**src/rtl/sdm_counter_pkg.sv**
```systemverilog
// ============================================================================
// Module   : sdm_counter_pkg
// Brief    : Shared constants and helpers for the SDM counter family.
// Revision : 1.0
// ============================================================================
`default_nettype none

package sdm_counter_pkg;

    localparam logic DIR_UP = 1'b1;
    localparam logic DIR_DN = 1'b0;

    localparam int MODE_WRAP = 0;
    localparam int MODE_SAT  = 1;

    // Bits needed to hold 0..value-1; never less than one bit.
    function automatic int clog2(input int value);
        int result;
        result = 1;
        for (int i = 1; i < 31; i++) begin
            if ((1 << i) < value) begin
                result = i + 1;
            end
        end
        return result;
    endfunction

endpackage

`default_nettype wire

```
**src/rtl/tick_prescaler.sv**
```systemverilog
// ============================================================================
// Module   : tick_prescaler
// Brief    : Enable-gated divider producing one tick per PRESCALE enabled cycles.
// Revision : 1.0
// ============================================================================
`default_nettype none

module tick_prescaler
    import sdm_counter_pkg::*;
#(
    parameter int PRESCALE = 1
) (
    input  logic clk,
    input  logic reset,
    input  logic en,
    input  logic restart,
    output logic tick
);

    generate
        if (PRESCALE <= 1) begin : g_bypass
            logic unused_inputs;
            assign unused_inputs = ^{clk, reset, restart};
            assign tick          = en;
        end else begin : g_divide
            localparam int              PW   = clog2(PRESCALE);
            localparam logic [PW-1:0]   LAST = PW'(PRESCALE - 1);
            localparam logic [PW-1:0]   ONE  = PW'(1);

            logic [PW-1:0] phase_q;
            logic [PW-1:0] phase_d;
            logic          tick_w;

            assign tick_w = en && (phase_q == LAST);
            assign tick   = tick_w;

            always_comb begin
                phase_d = phase_q;
                if (restart) begin
                    phase_d = '0;
                end else if (tick_w) begin
                    phase_d = '0;
                end else if (en) begin
                    phase_d = phase_q + ONE;
                end
            end

            always_ff @(posedge clk or posedge reset) begin
                if (reset) begin
                    phase_q <= '0;
                end else begin
                    phase_q <= phase_d;
                end
            end
        end
    endgenerate

endmodule

`default_nettype wire

```
**src/rtl/updown_mod_counter.sv**
```systemverilog
// ============================================================================
// Module   : updown_mod_counter
// Brief    : Up/down modulo-(MAX_VAL+1) counter with clear, load, prescaler
//            and wrap or saturate handling at the range limits.
// Revision : 1.0
// ============================================================================
`default_nettype none

module updown_mod_counter
    import sdm_counter_pkg::*;
#(
    parameter int WIDTH    = 7,
    parameter int MAX_VAL  = 2**WIDTH - 1,
    parameter int PRESCALE = 1,
    parameter int SATURATE = MODE_WRAP
) (
    input  logic             clk,
    input  logic             reset,
    input  logic             en,
    input  logic             up_dn,
    input  logic             clr,
    input  logic             load,
    input  logic [WIDTH-1:0] load_val,
    output logic [WIDTH-1:0] q,
    output logic             tc,
    output logic             ovf
);

    localparam logic [WIDTH-1:0] MAX_Q  = WIDTH'(MAX_VAL);
    localparam logic [WIDTH-1:0] ONE    = WIDTH'(1);
    localparam bit               SAT_EN = (SATURATE != MODE_WRAP);

    generate
        if ((longint'(MAX_VAL) > (longint'(1) << WIDTH) - 1) || (MAX_VAL < 1)) begin : g_bad_max_val
            $error("updown_mod_counter: MAX_VAL must lie in 1..2**WIDTH-1");
        end
        if (PRESCALE < 1) begin : g_bad_prescale
            $error("updown_mod_counter: PRESCALE must be >= 1");
        end
    endgenerate

    logic [WIDTH-1:0] count_q;
    logic [WIDTH-1:0] count_d;
    logic             ovf_q;
    logic             ovf_d;
    logic             tick;
    logic             restart;

    assign restart = clr | load;

    tick_prescaler #(
        .PRESCALE (PRESCALE)
    ) u_prescaler (
        .clk     (clk),
        .reset   (reset),
        .en      (en),
        .restart (restart),
        .tick    (tick)
    );

    always_comb begin
        count_d = count_q;
        ovf_d   = 1'b0;
        if (clr) begin
            count_d = '0;
        end else if (load) begin
            count_d = (load_val > MAX_Q) ? MAX_Q : load_val;
        end else if (tick) begin
            if (up_dn == DIR_UP) begin
                if (count_q == MAX_Q) begin
                    ovf_d = 1'b1;
                    if (!SAT_EN) begin
                        count_d = '0;
                    end
                end else begin
                    count_d = count_q + ONE;
                end
            end else begin
                if (count_q == '0) begin
                    ovf_d = 1'b1;
                    if (!SAT_EN) begin
                        count_d = MAX_Q;
                    end
                end else begin
                    count_d = count_q - ONE;
                end
            end
        end
    end

    always_ff @(posedge clk or posedge reset) begin
        if (reset) begin
            count_q <= '0;
            ovf_q   <= 1'b0;
        end else begin
            count_q <= count_d;
            ovf_q   <= ovf_d;
        end
    end

    assign q   = count_q;
    assign ovf = ovf_q;
    assign tc  = (up_dn == DIR_UP) ? (count_q == MAX_Q) : (count_q == '0);

endmodule

`default_nettype wire

```
**config.mk**
```make
export PLATFORM = sky130hd
export DESIGN_NAME = updown_mod_counter
export DESIGN_NICKNAME = d
export VERILOG_FILES = /design/src/rtl/sdm_counter_pkg.sv /design/src/rtl/tick_prescaler.sv /design/src/rtl/updown_mod_counter.sv
export SDC_FILE = /design/constraint.sdc
export NUM_CORES = 1
export LEC_CHECK = 0
export ABC_CLOCK_PERIOD_IN_PS = 1700
export BUFFER_PORTS_ARGS = -buffer_cell sky130_fd_sc_hd__buf_4
export CELL_PAD_IN_SITES_DETAIL_PLACEMENT = 0
export CELL_PAD_IN_SITES_GLOBAL_PLACEMENT = 1
export CORE_MARGIN = 8
export CORE_UTILIZATION = 33
export DETAILED_ROUTE_END_ITERATION = 8
export PLACE_DENSITY = 0.74
export SLEW_MARGIN = 20
export SYNTH_ARGS = -nofsm -noshare
export SYNTH_HDL_FRONTEND = slang
export SYNTH_SLANG_ARGS = --single-unit
```
**constraint.sdc**
```tcl
create_clock -name clk -period 1.7 [get_ports clk]
set_input_delay 0.255 -clock clk [delete_from_list [all_inputs] [get_ports clk]]
set_output_delay 0.255 -clock clk [all_outputs]
set_load 0.01 [all_outputs]
```
# Word-level counts from Yosys, hierarchy flattened

Index checks and enable logic that the tools add are counted.

$mul: 0
Reduce and logical (&&, ||, !) cells: 2
Shift-type cells: 0
$lt $le $gt $ge: 1
Divide/modulo/power cells: 0
Add/subtract/negate cells: 2
Bitwise operators: 0
Equality and inequality tests: 1
Muxes and demuxes: 14

Operators with widths:

| kind                | number |
|---|---|
| $mux 7              | 7 |
| $add 7x1->7 const B | 1 |
| $eq 7x7->1 const B  | 1 |
| $gt 7x7->1 const B  | 1 |
| $logic_not 7->1     | 1 |
| $mux 1              | 7 |
| $sub 7x1->7 const B | 1 |
| $reduce_bool 3->1   | 1 |

ROM bits: 0
Word-level logic and storage cells: 22
Register bits: 8
Bits of input ports: 13
Latch bits: 0
RAM bits: 0
Memories kept: 0

# Logic depth before layout (Yosys ltp)

Gate-level depths: netlist of run 1.

Depth after elaboration: 6
Gate-level depth with buffers: 6
Depth with buffers taken out: 6

# Hierarchy

From an unflattened synthesis of run 1, not the netlist that was laid out.

Cells, all modules: 98
Area, all modules: 792.0 um2

By module, submodules not included:

| module             | area an instance (um2) | times used | cells an instance |
|---|---|---|---|
| updown_mod_counter | 784.5                  | 1          | 97 |
| tick_prescaler     | 7.5                    | 1          | 1 |

# Least setup slack after synthesis of run 1

Ideal clock, no wire load.

Kind: flip-flop to flip-flop
From: register count_q[0] (netlist: q[0])
To: register count_q[5] (netlist: q[5])
Arrival time: 1.745 ns
Cell stages (with the launch flop): 7
Slack: -0.165 ns
Clock period less this slack: 1.865 ns
Setup time: 0.120 ns
Path buffers: 0
Cell sequence: dfrtp_1 -> inv_1 -> ha_1 -> and2b_1 -> o21ai_0 -> or3b_2 -> a31o_2

Longest elaborated chain between the ends: 6
Elaborated cells on any way between the ends: 10

Ends and longest elaborated chain:

| element                             | RTL line                                           | RTL |
|---|---|---|
| start, declared                     | updown_mod_counter.sv:42                           | `logic [WIDTH-1:0] count_q;` |
| start signal, assigned              | updown_mod_counter.sv:96                           | `count_q <= count_d;` |
| $sub 7x1->7 (tied with other cells) | updown_mod_counter.sv:85                           | `count_d = count_q - ONE;` |
| $mux 7 (on tied branches)           | updown_mod_counter.sv:79, updown_mod_counter.sv:70 |  |
| $mux 7 *                            | updown_mod_counter.sv:69                           | `if (up_dn == DIR_UP) begin` |
| $mux 7 *                            | updown_mod_counter.sv:68                           | `end else if (tick) begin` |
| $mux 7 *                            | updown_mod_counter.sv:66                           | `end else if (load) begin` |
| $mux 7 *                            | updown_mod_counter.sv:64                           | `if (clr) begin` |

Every way passes the cells marked *; elsewhere a longest branch is shown, timed or not. The select of a mux whose other input is x is not followed.
A chain may end at the register's enable or synchronous reset.

# Final worst setup path of run 1

Same ends and word-level chain as after synthesis.

==> flow_summary.json, run 1 <==
{
  "finalCritPeriodShare_pct": 101,
  "viasPerCell": 5.34,
  "met3_usage_pct": 5.23,
  "min_from": "clr",
  "port_buffers": 21,
  "cap_violations": 0,
  "synthArstFlopShare_pct": 100,
  "path_cells": "inv_2, ha_2, and2b_2, o21ai_1, or3b_4, a31o_4",
  "reg2reg_from": "q[0]",
  "yosysSeqAreaShare_pct": 26.6,
  "worst_skew_pair.late_latency_ns": 0.27,
  "grt_pass1_vias": 825,
  "relSlewSlack_pct": 76.3,
  "pin_count": 22,
  "cts_sinks": 8,
  "crit_arrival_ns": 1.88,
  "powerDensity_mw_per_mm2": 609,
  "synth-seq-cells": 8,
  "synth_nets": 106,
  "rrSetupSlack_ns": -0.02,
  "max_stage_delay_ns": 0.41,
  "routed_wl_um": 2270,
  "skew_ns": 0.00650,
  "ant_nets": 0,
  "required_ns": 1.86,
  "syn_to_final_growth_pct": 45.6,
  "syn_inst": 90,
  "grt_pass1_wl_um": 3840,
  "synth_edf_count": 0,
  "cts_tree": "yes",
  "worstSetupStartpointType": "register",
  "gp_congestion": 0.817,
  "period_needed_ns": 1.72,
  "start_util_pct": 34.3,
  "synth_cell_types": 42,
  "rr_worst_depth": 6,
  "ys_warn_count": 0,
  "tightest_slew_ns": 0.352,
  "met2_usage_pct": 18.6,
  "leakagePower_nw": 0.494,
  "hold_viol": 0,
  "cts_root_buffer": "clkbuf_4",
  "hold_ws_ns": 0.228,
  "die_width_um": 63.7,
  "grt-ovfl-total": 0,
  "fin_util_pct": 50.0,
  "multiInputGateArea_um2": 523,
  "antenna_cells": 0,
  "timing.rr.end": "q[5]",
  "routedWlPerCell_um": 14.8,
  "hold_path_depth": 2,
  "grt_max_degree": 16,
  "cts_htree_levels": 1,
  "busiest_layer": "met2",
  "fillCellCount": 211,
  "synth_top_cells_by_area": "dfrtp_1, ha_1, a21oi_1",
  "rsz0062_at_grt": "true",
  "final_nets": 142,
  "drtIter0Drc": 20,
  "antenna_found_initial": 0,
  "dp_hpwl_um": 1700,
  "slowest_stage": "dfrtp_2",
  "drive_gt1_share_pct": 46.4,
  "yosysMostFrequentCell": "dfrtp_1",
  "clk_pin_slew_ns": 0.07,
  "violations": "negative setup slack",
  "vias": 817,
  "pre_cts_ws_ns": -0.0375,
  "synth_top_area_share_pct": 26.6,
  "core-area_mm2": 0.00219,
  "setup_slack_ns": -0.0240,
  "ir_worst_vdd_mv": 0.372,
  "worstSetupEndpointType": "register",
  "min-delay-path-class": "input pin to register",
  "ys.flop_type": "dfrtp_1",
  "path_max_fanout": 3,
  "syn_area_um2": 752,
  "worstSetupPathType": "register to register",
  "startpoint": "q[0]",
  "yosysTopAreaCell": "dfrtp_1",
  "drt-pass1-iter-count": 4,
  "syn_area_per_cell_um2": 8.36,
  "drc": 0,
  "synthTopCellsByCount": "dfrtp_1, a21oi_1, nand2_1",
  "row_count": 17,
  "grt_use_met1_pct": 13.4,
  "numCtsBuffers": 3,
  "clockBufferDepth": 2,
  "die_height_um": 63.7,
  "fp.dieArea_mm2": 0.00406,
  "hold_path_end": "q[0]",
  "tns_ns": -0.0580,
  "grtUsageTotal_pct": 11.7,
  "status": "finished, violations left",
  "drv_slew": 0,
  "seq_area_um2": 204,
  "finalSetupViolCount": 3,
  "fmax_ghz": 0.580
}
-- final cells by class --
| cell class | count | area share, % |
|---|---|---|
| Multi-Input combinational cell | 70 | 47.8 |
| Timing Repair Buffer | 37 | 25.9 |
| Clock buffer | 4 | 2.40 |
| Tap cell | 28 | 3.20 |
| Inverter | 6 | 2.06 |
| Sequential cell | 8 | 18.6 |
-- report_power, final --
group          total [mW]  leakage [nW]  switching [mW]  internal (mW)
sequential          0.225         0.101          0.0201          0.205
combinational       0.269         0.377           0.124          0.144
clock               0.174        0.0150          0.0828         0.0908
total               0.667         0.494           0.227          0.440
-- metal layers --
| metal | routed length, um | part of all wire (%) |
|---|---|---|
| met5 | 0 | 0 |
| met4 | 42 | 1.9 |
| met2 | 1050 | 46 |
| met3 | 154 | 6.8 |
| met1 | 1020 | 45 |
-- how the worst max path moves through the flow --
| stage | slack [ns] | to | cells after the start |
|---|---|---|---|
| final | -0.02 | q[5] | 6 |
| after global routing | -0.14 | tc | 5 |
| after CTS | -0.04 | tc | 5 |
| after detailed placement | -0.04 | q[4] | 6 |
| after global placement | 0.05 | q[6] | 5 |
| after floorplan | 0.04 | q[4] | 5 |
-- registers in the layout (all words and copies together) (netlist names) --
register  count
q             7
ovf           1
-- worst max-delay path: cells and delay by family, from the launching register on --
kind	cells	cell delay, ns
AOI/OAI and AO/OA	2	0.36
adders and majority gates	1	0.18
buffers and inverters	1	0.06
and+or+nand+nor	2	0.59
DFF	1	0.41
-- placed cells by master, fill, tap and decap left out, drive strengths merged, types with 2 or more instances in the layout --
cell / netlist / routed
nand3: 2 / 2
a21oi: 8 / 8
a221o: 2 / 2
nor3: 3 / 3
nor3b: 2 / 2
nand2: 7 / 7
and2: 2 / 2
nor2: 5 / 5
dfrtp: 8 / 8
clkbuf: 2 / 4
nor2b: 2 / 2
inv: 6 / 6
and2b: 2 / 2
buf: 4 / 36
nor4: 3 / 3
nand3b: 2 / 2
nand2b: 2 / 2
a211o: 2 / 2
o21ai: 6 / 6
ha: 3 / 3
-- logic make-up (layout without fill, tap and decap cells) --
kind of cell,Yosys count,after routing,synth area share (%)
and+or+nand+nor,37,37,29.8
muxes,2,2,2.83
buffers and inverters,12,47,8.32
adders and majority gates,3,3,4.99
AOI/OAI and AO/OA,27,27,26.3
xor gates and xnor gates,1,1,1.16
DFF,8,8,26.6
-- through the flow --
stage	power, mW	instances	instance area [um2]
after floorplan	0.367	90	757
after global placement	0.466	142	977
after detailed placement	0.467	142	977
after CTS	0.656	151	1060
after global routing	0.713	153	1090
final	0.667	153	1090
-- timing repair --
item / 4_1_cts / 5_1_grt
gates resized for setup: 6 / 3
endpoints found under the hold margin: 8 / 0
setup buffers: 4 / 2
hold buffers: 1 / 0
endpoints found under the setup margin: 2 / 7
pin swaps: 2 / 6
Note: power is estimated with default switching activity, not from simulation.
==> inputs of run 2 (changes only) <==
- ABC_AREA: not set -> 1
- CORE_UTILIZATION: 33 -> 31
==> flow_summary.json, run 2 <==
{
  "cts_tree": "yes",
  "drt-pass1-iter-count": 4,
  "worstSetupPathType": "register to output pin",
  "antenna_found_initial": 0,
  "vias": 915,
  "port_buffers": 21,
  "ys.flop_type": "dfrtp_1",
  "rr_worst_depth": 11,
  "rrSetupSlack_ns": 0.16,
  "core-area_mm2": 0.00245,
  "clk_pin_slew_ns": 0.06,
  "gp_congestion": 0.848,
  "synth-seq-cells": 8,
  "syn_to_final_growth_pct": 43.3,
  "leakagePower_nw": 0.581,
  "cap_violations": 0,
  "grt-ovfl-total": 0,
  "grt_max_degree": 11,
  "tightest_slew_ns": 0.362,
  "crit_arrival_ns": 1.43,
  "skew_ns": 0.00285,
  "startpoint": "q[1]",
  "cp-endpoint": "tc",
  "drv_slew": 0,
  "reg2reg_from": "q[1]",
  "final_cells": 192,
  "die_height_um": 66.5,
  "routed_wl_um": 2450,
  "final_common_cell": "nand2_1",
  "path_max_fanout": 6,
  "syn_area_per_cell_um2": 6.05,
  "synth_nets": 147,
  "worst_skew_pair.late_latency_ns": 0.26,
  "grt_pass1_vias": 856,
  "synth_top_cells_by_area": "dfrtp_1, nand2_1, nand3_1",
  "yosysMostFrequentCell": "nand2_1",
  "finalSetupViolCount": 0,
  "fmax_ghz": 0.594,
  "cts_root_buffer": "clkbuf_4",
  "ant_nets": 0,
  "dp_hpwl_um": 1830,
  "yosysSeqAreaShare_pct": 25.3,
  "worstSetupStartpointType": "register",
  "cts_sinks": 8,
  "worstSetupEndpointType": "output pin",
  "min-delay-path-class": "input pin to register",
  "routedWlPerCell_um": 12.7,
  "drtIter0Drc": 23,
  "final_nets": 180,
  "tns_ns": 0,
  "start_util_pct": 32.3,
  "pin_count": 22,
  "die_width_um": 66.5,
  "fillCellCount": 256,
  "fp.dieArea_mm2": 0.00443,
  "finalCritPeriodShare_pct": 99.0,
  "period_needed_ns": 1.68,
  "ys_warn_count": 0,
  "viasPerCell": 4.77,
  "required_ns": 1.44,
  "powerDensity_mw_per_mm2": 608,
  "largest_reg_flops": 7,
  "grt_pass1_wl_um": 3910,
  "synth_cell_types": 22,
  "grtUsageTotal_pct": 11.3,
  "status": "finished clean",
  "layout_common_cells": "nand2_1, buf_4, nand3_1",
  "synth_edf_count": 0,
  "row_count": 18,
  "syn_inst": 131,
  "syn_area_um2": 792,
  "antenna_cells": 0,
  "hold_viol": 0,
  "cts_htree_levels": 1,
  "synthTopCellsByCount": "nand2_1, nand3_1, inv_1",
  "synthArstFlopShare_pct": 100,
  "yosysTopAreaCell": "dfrtp_1",
  "synth_top_area_share_pct": 25.3,
  "numCtsBuffers": 3,
  "ir_worst_vdd_mv": 0.423,
  "drive_gt1_share_pct": 36.4,
  "clockBufferDepth": 2,
  "dp.cells": 178,
  "drc": 0,
  "relSlewSlack_pct": 75.8,
  "timing.rr.end": "q[6]"
}
run 2: changes by cell type in the layout (fill, tap and decap cells not counted), moves of 3 or more:
cell and delta:
inv_1 +9, nand3_1 +16, dfrtp_2 +3, nand2_2 +5
a21oi_1 -4, nand2_1 +40, nor3_1 -3, buf_4 -5
dfrtp_1 -3, nor2_2 +3
run 2: cells by family (layout without fill, tap and decap cells):
logic type                 after synthesis  after routing  synth area share [%]
adders and majority gates                3              3                  4.74
DFF                                      8              8                  25.3
AOI/OAI and AO/OA                       11             11                  7.58
and+or+nand+nor                         87             87                  49.3
xor gates and xnor gates                 2              2                  2.21
buffers and inverters                   20             51                  10.9
run 2: per-layer routing:
metal	up-vias	global-route usage, %	wire length [um]
li1	476	-	-
met2	26	17.7	1150
met3	5	2.01	117
met5	-	0	0
met4	0	8.00	62
met1	408	13.6	1120
run 2: final cells by class:
class                           instances  area [um2]  area share (%)
Multi-Input combinational cell        103         558            49.2
Sequential cell                         8         208            18.3
Clock buffer                            3        22.5            1.98
Tap cell                               30        37.5            3.31
Inverter                               16        62.6            5.51
Timing Repair Buffer                   32         246            21.7
run 2: timing repair:
action	4_1_cts	5_1_grt
hold buffers	1	0
pin swaps	2	5
endpoints found under the setup margin	1	1
hold endpoints to repair	8	0
buffers inserted	2	8
resized for setup	12	9
run 2: power breakdown:
group	internal, mW	switching (mW)	total (mW)
combinational	0.139	0.152	0.291
clock	0.0813	0.0727	0.154
sequential	0.208	0.0369	0.245
total	0.428	0.262	0.690
run 2: per-stage QoR:
| step | instance area (um2) | util [%] | power, mW | hold WS, ns | worst slack, ns |
|---|---|---|---|---|---|
| 4_1_cts | 1040 | 42.4 | 0.654 | 0.272 | 0.000889 |
| 6_report | 1130 | 46.2 | 0.690 | 0.277 | 0.0170 |
| 3_5_place_dp | 961 | 39.1 | 0.481 | 0.246 | 0.128 |
| 5_1_grt | 1130 | 46.2 | 0.740 | 0.291 | -0.0313 |
| 2_1_floorplan | 792 | - | 0.399 | 0.0707 | 0.275 |
| 3_3_place_gp | 961 | 39.1 | 0.478 | 0.236 | 0.169 |
run 2: how the worst min path moves through the flow:
stage          endpoint  depth (start not counted)  startpoint  slack [ns]
6_report           q[4]                          4          en        0.28
5_1_grt            q[4]                          4          en        0.29
4_1_cts            q[4]                          4         clr        0.27
3_5_place_dp       q[1]                          2       reset        0.25
3_3_place_gp       q[1]                          2       reset        0.24
2_1_floorplan       ovf                          1       reset        0.07
run 2: worst max-delay path, stage by stage (launching register included):
cell,delay [ns]
dfrtp_2,0.46
inv_2,0.11
ha_4,0.13
nand2_2,0.06
nor2_2,0.15
nand2_2,0.09
nand2_2,0.07
buf_6,0.10
==> inputs of run 3 (changes only) <==
- SETUP_SLACK_MARGIN: not set -> 0.3
==> flow_summary.json, run 3 (synthesis results as in run 2) <==
{
  "status": "finished clean",
  "cpMostUsedCell": "nand2_2",
  "gp_congestion": 0.840,
  "cts_htree_levels": 1,
  "largest_reg_flops": 7,
  "final_common_cell": "nand2_1",
  "antenna_found_initial": 0,
  "drc": 0,
  "routedWlPerCell_um": 12.3,
  "vias": 997,
  "final_nets": 190,
  "powerDensity_mw_per_mm2": 590,
  "hold_path_end": "q[2]",
  "tns_ns": 0,
  "grt_max_degree": 11,
  "path_cells": "nor2_4, nand2_2, nor2_4, nand2_2, nand2_2, buf_6",
  "row_count": 18,
  "layout_common_cells": "nand2_1, buf_4, nand3_1",
  "grt_pass1_vias": 932,
  "grt-ovfl-total": 0,
  "pwr-share-seq_pct": 30.9,
  "rrSetupSlack_ns": 0.19,
  "die_height_um": 66.5,
  "dp_hpwl_um": 1780,
  "clockBufferDepth": 2,
  "required_ns": 1.44,
  "syn_to_final_growth_pct": 62.4,
  "ir_worst_vdd_mv": 0.352,
  "max_stage_delay_ns": 0.44,
  "worst_skew_pair.late_latency_ns": 0.26,
  "min-delay-path-class": "input pin to register",
  "drt-pass1-iter-count": 4,
  "start_util_pct": 32.3,
  "grtUsageTotal_pct": 11.4,
  "fp.dieArea_mm2": 0.00443,
  "port_buffers": 21,
  "cts_root_buffer": "clkbuf_4",
  "hold_path_depth": 4,
  "finalSetupViolCount": 0,
  "drive_gt1_share_pct": 46.8,
  "skew_ns": 0.00645,
  "antenna_cells": 0,
  "timing.rr.end": "q[0]",
  "leakagePower_nw": 0.659,
  "drv_slew": 0,
  "power_report.internal_total_mw": 0.476,
  "pin_count": 22,
  "cts_tree": "yes",
  "worstSetupPathType": "register to output pin",
  "die_width_um": 66.5,
  "ant_nets": 0,
  "netSwitchingFraction_pct": 37.3,
  "period_needed_ns": 1.58,
  "hold_viol": 0,
  "tightest_slew_ns": 0.348,
  "core-area_mm2": 0.00245,
  "cap_violations": 0,
  "path_max_fanout": 5,
  "p_total_mw": 0.759,
  "slowest_stage": "dfrtp_2",
  "rr_worst_depth": 10,
  "relSlewSlack_pct": 76.7,
  "clk_pin_slew_ns": 0.06,
  "fmax_ghz": 0.635,
  "min_from": "clr",
  "grt_pass1_wl_um": 4040,
  "critPathTopFamily": "simple AND/OR/NAND/NOR gates",
  "final_area_mm2": 0.00129,
  "setup_slack_ns": 0.125,
  "viasPerCell": 4.91,
  "reg2reg_from": "q[3]",
  "cts_sinks": 8,
  "place_area_um2": 970,
  "routed_wl_um": 2500,
  "clkPwrFrac_pct": 21.0,
  "rsz0062_at_grt": "true",
  "pre_cts_ws_ns": 0.193,
  "worstSetupStartpointType": "register",
  "hold_ws_ns": 0.287,
  "numCtsBuffers": 3,
  "p_comb_share_pct": 48.1,
  "crit_arrival_ns": 1.32,
  "drtIter0Drc": 37,
  "crit_buf_inv": 1,
  "worstSetupEndpointType": "output pin",
  "power_switching_mw": 0.283,
  "finalCritPeriodShare_pct": 92.7
}
[run 3: changes by cell type in the layout (fill, tap and decap cells not counted), moves of 3 or more]
cell,change
nor2_4,+3
nor2_1,-3
buf_6,+4
nand3_2,+3
inv_2,+3
buf_4,+6
[run 3: per-layer routing]
layer  up-vias  global-route usage, %  routed length [um]
li1        503                      -                   -
met1       443                   14.4                1130
met2        42                   17.8                1140
met3         9                   1.34                 147
met4         0                   6.93                  89
met5         -                      0                   0
[run 3: worst max-delay path by stage]
stage | start | end | slack, ns | cells after the start
3_3_place_gp | q[0] | q[5] | 0.18 | 10
6_report | q[3] | tc | 0.12 | 6
2_1_floorplan | q[0] | tc | 0.32 | 6
3_5_place_dp | q[0] | q[6] | 0.19 | 10
5_1_grt | q[1] | tc | 0.05 | 7
4_1_cts | q[1] | tc | 0.13 | 7
[run 3: power by group through the flow]
stage / Clock, mW / Sequential, mW / Combinational, mW
after floorplan: 0 / 0.234 / 0.165
after global routing: 0.169 / 0.237 / 0.405
final: 0.159 / 0.234 / 0.365
after CTS: 0.163 / 0.234 / 0.331
after detailed placement: 0 / 0.240 / 0.246
after global placement: 0 / 0.240 / 0.245
[run 3: cell type report]
type	count	area [um2]
Inverter	16	60.1
Fill cell	226	1170
Multi-Input combinational cell	103	618
Sequential cell	8	208
Clock buffer	4	26.3
Tap cell	30	37.5
Timing Repair Buffer	42	337
[run 3: repair_timing]
action	in CTS	in global routing
endpoints found under the hold margin	8	0
gates resized for setup	25	16
pin swaps	6	9
setup buffers	15	4
hold buffers	1	0
setup endpoints to repair	7	8
gates cloned	0	0
[run 3: through the flow]
stage / util, % / std cells
floorplan: - / 131
global placement: 39.5 / 179
detailed placement: 39.5 / 179
CTS: 49.3 / 199
global route: 52.4 / 203
finish: 52.4 / 203
[run 3: worst reg2reg max path, cell delays in order (launching register included)]
cell and delay [ns]:
dfrtp_2 0.44, nor2_4 0.17, nand2_2 0.08, nor2_4 0.13, nand2_2 0.07, buf_4 0.12, buf_4 0.12, buf_6 0.11
nand3_2 0.06, nand2_1 0.05, o21ai_1 0.07
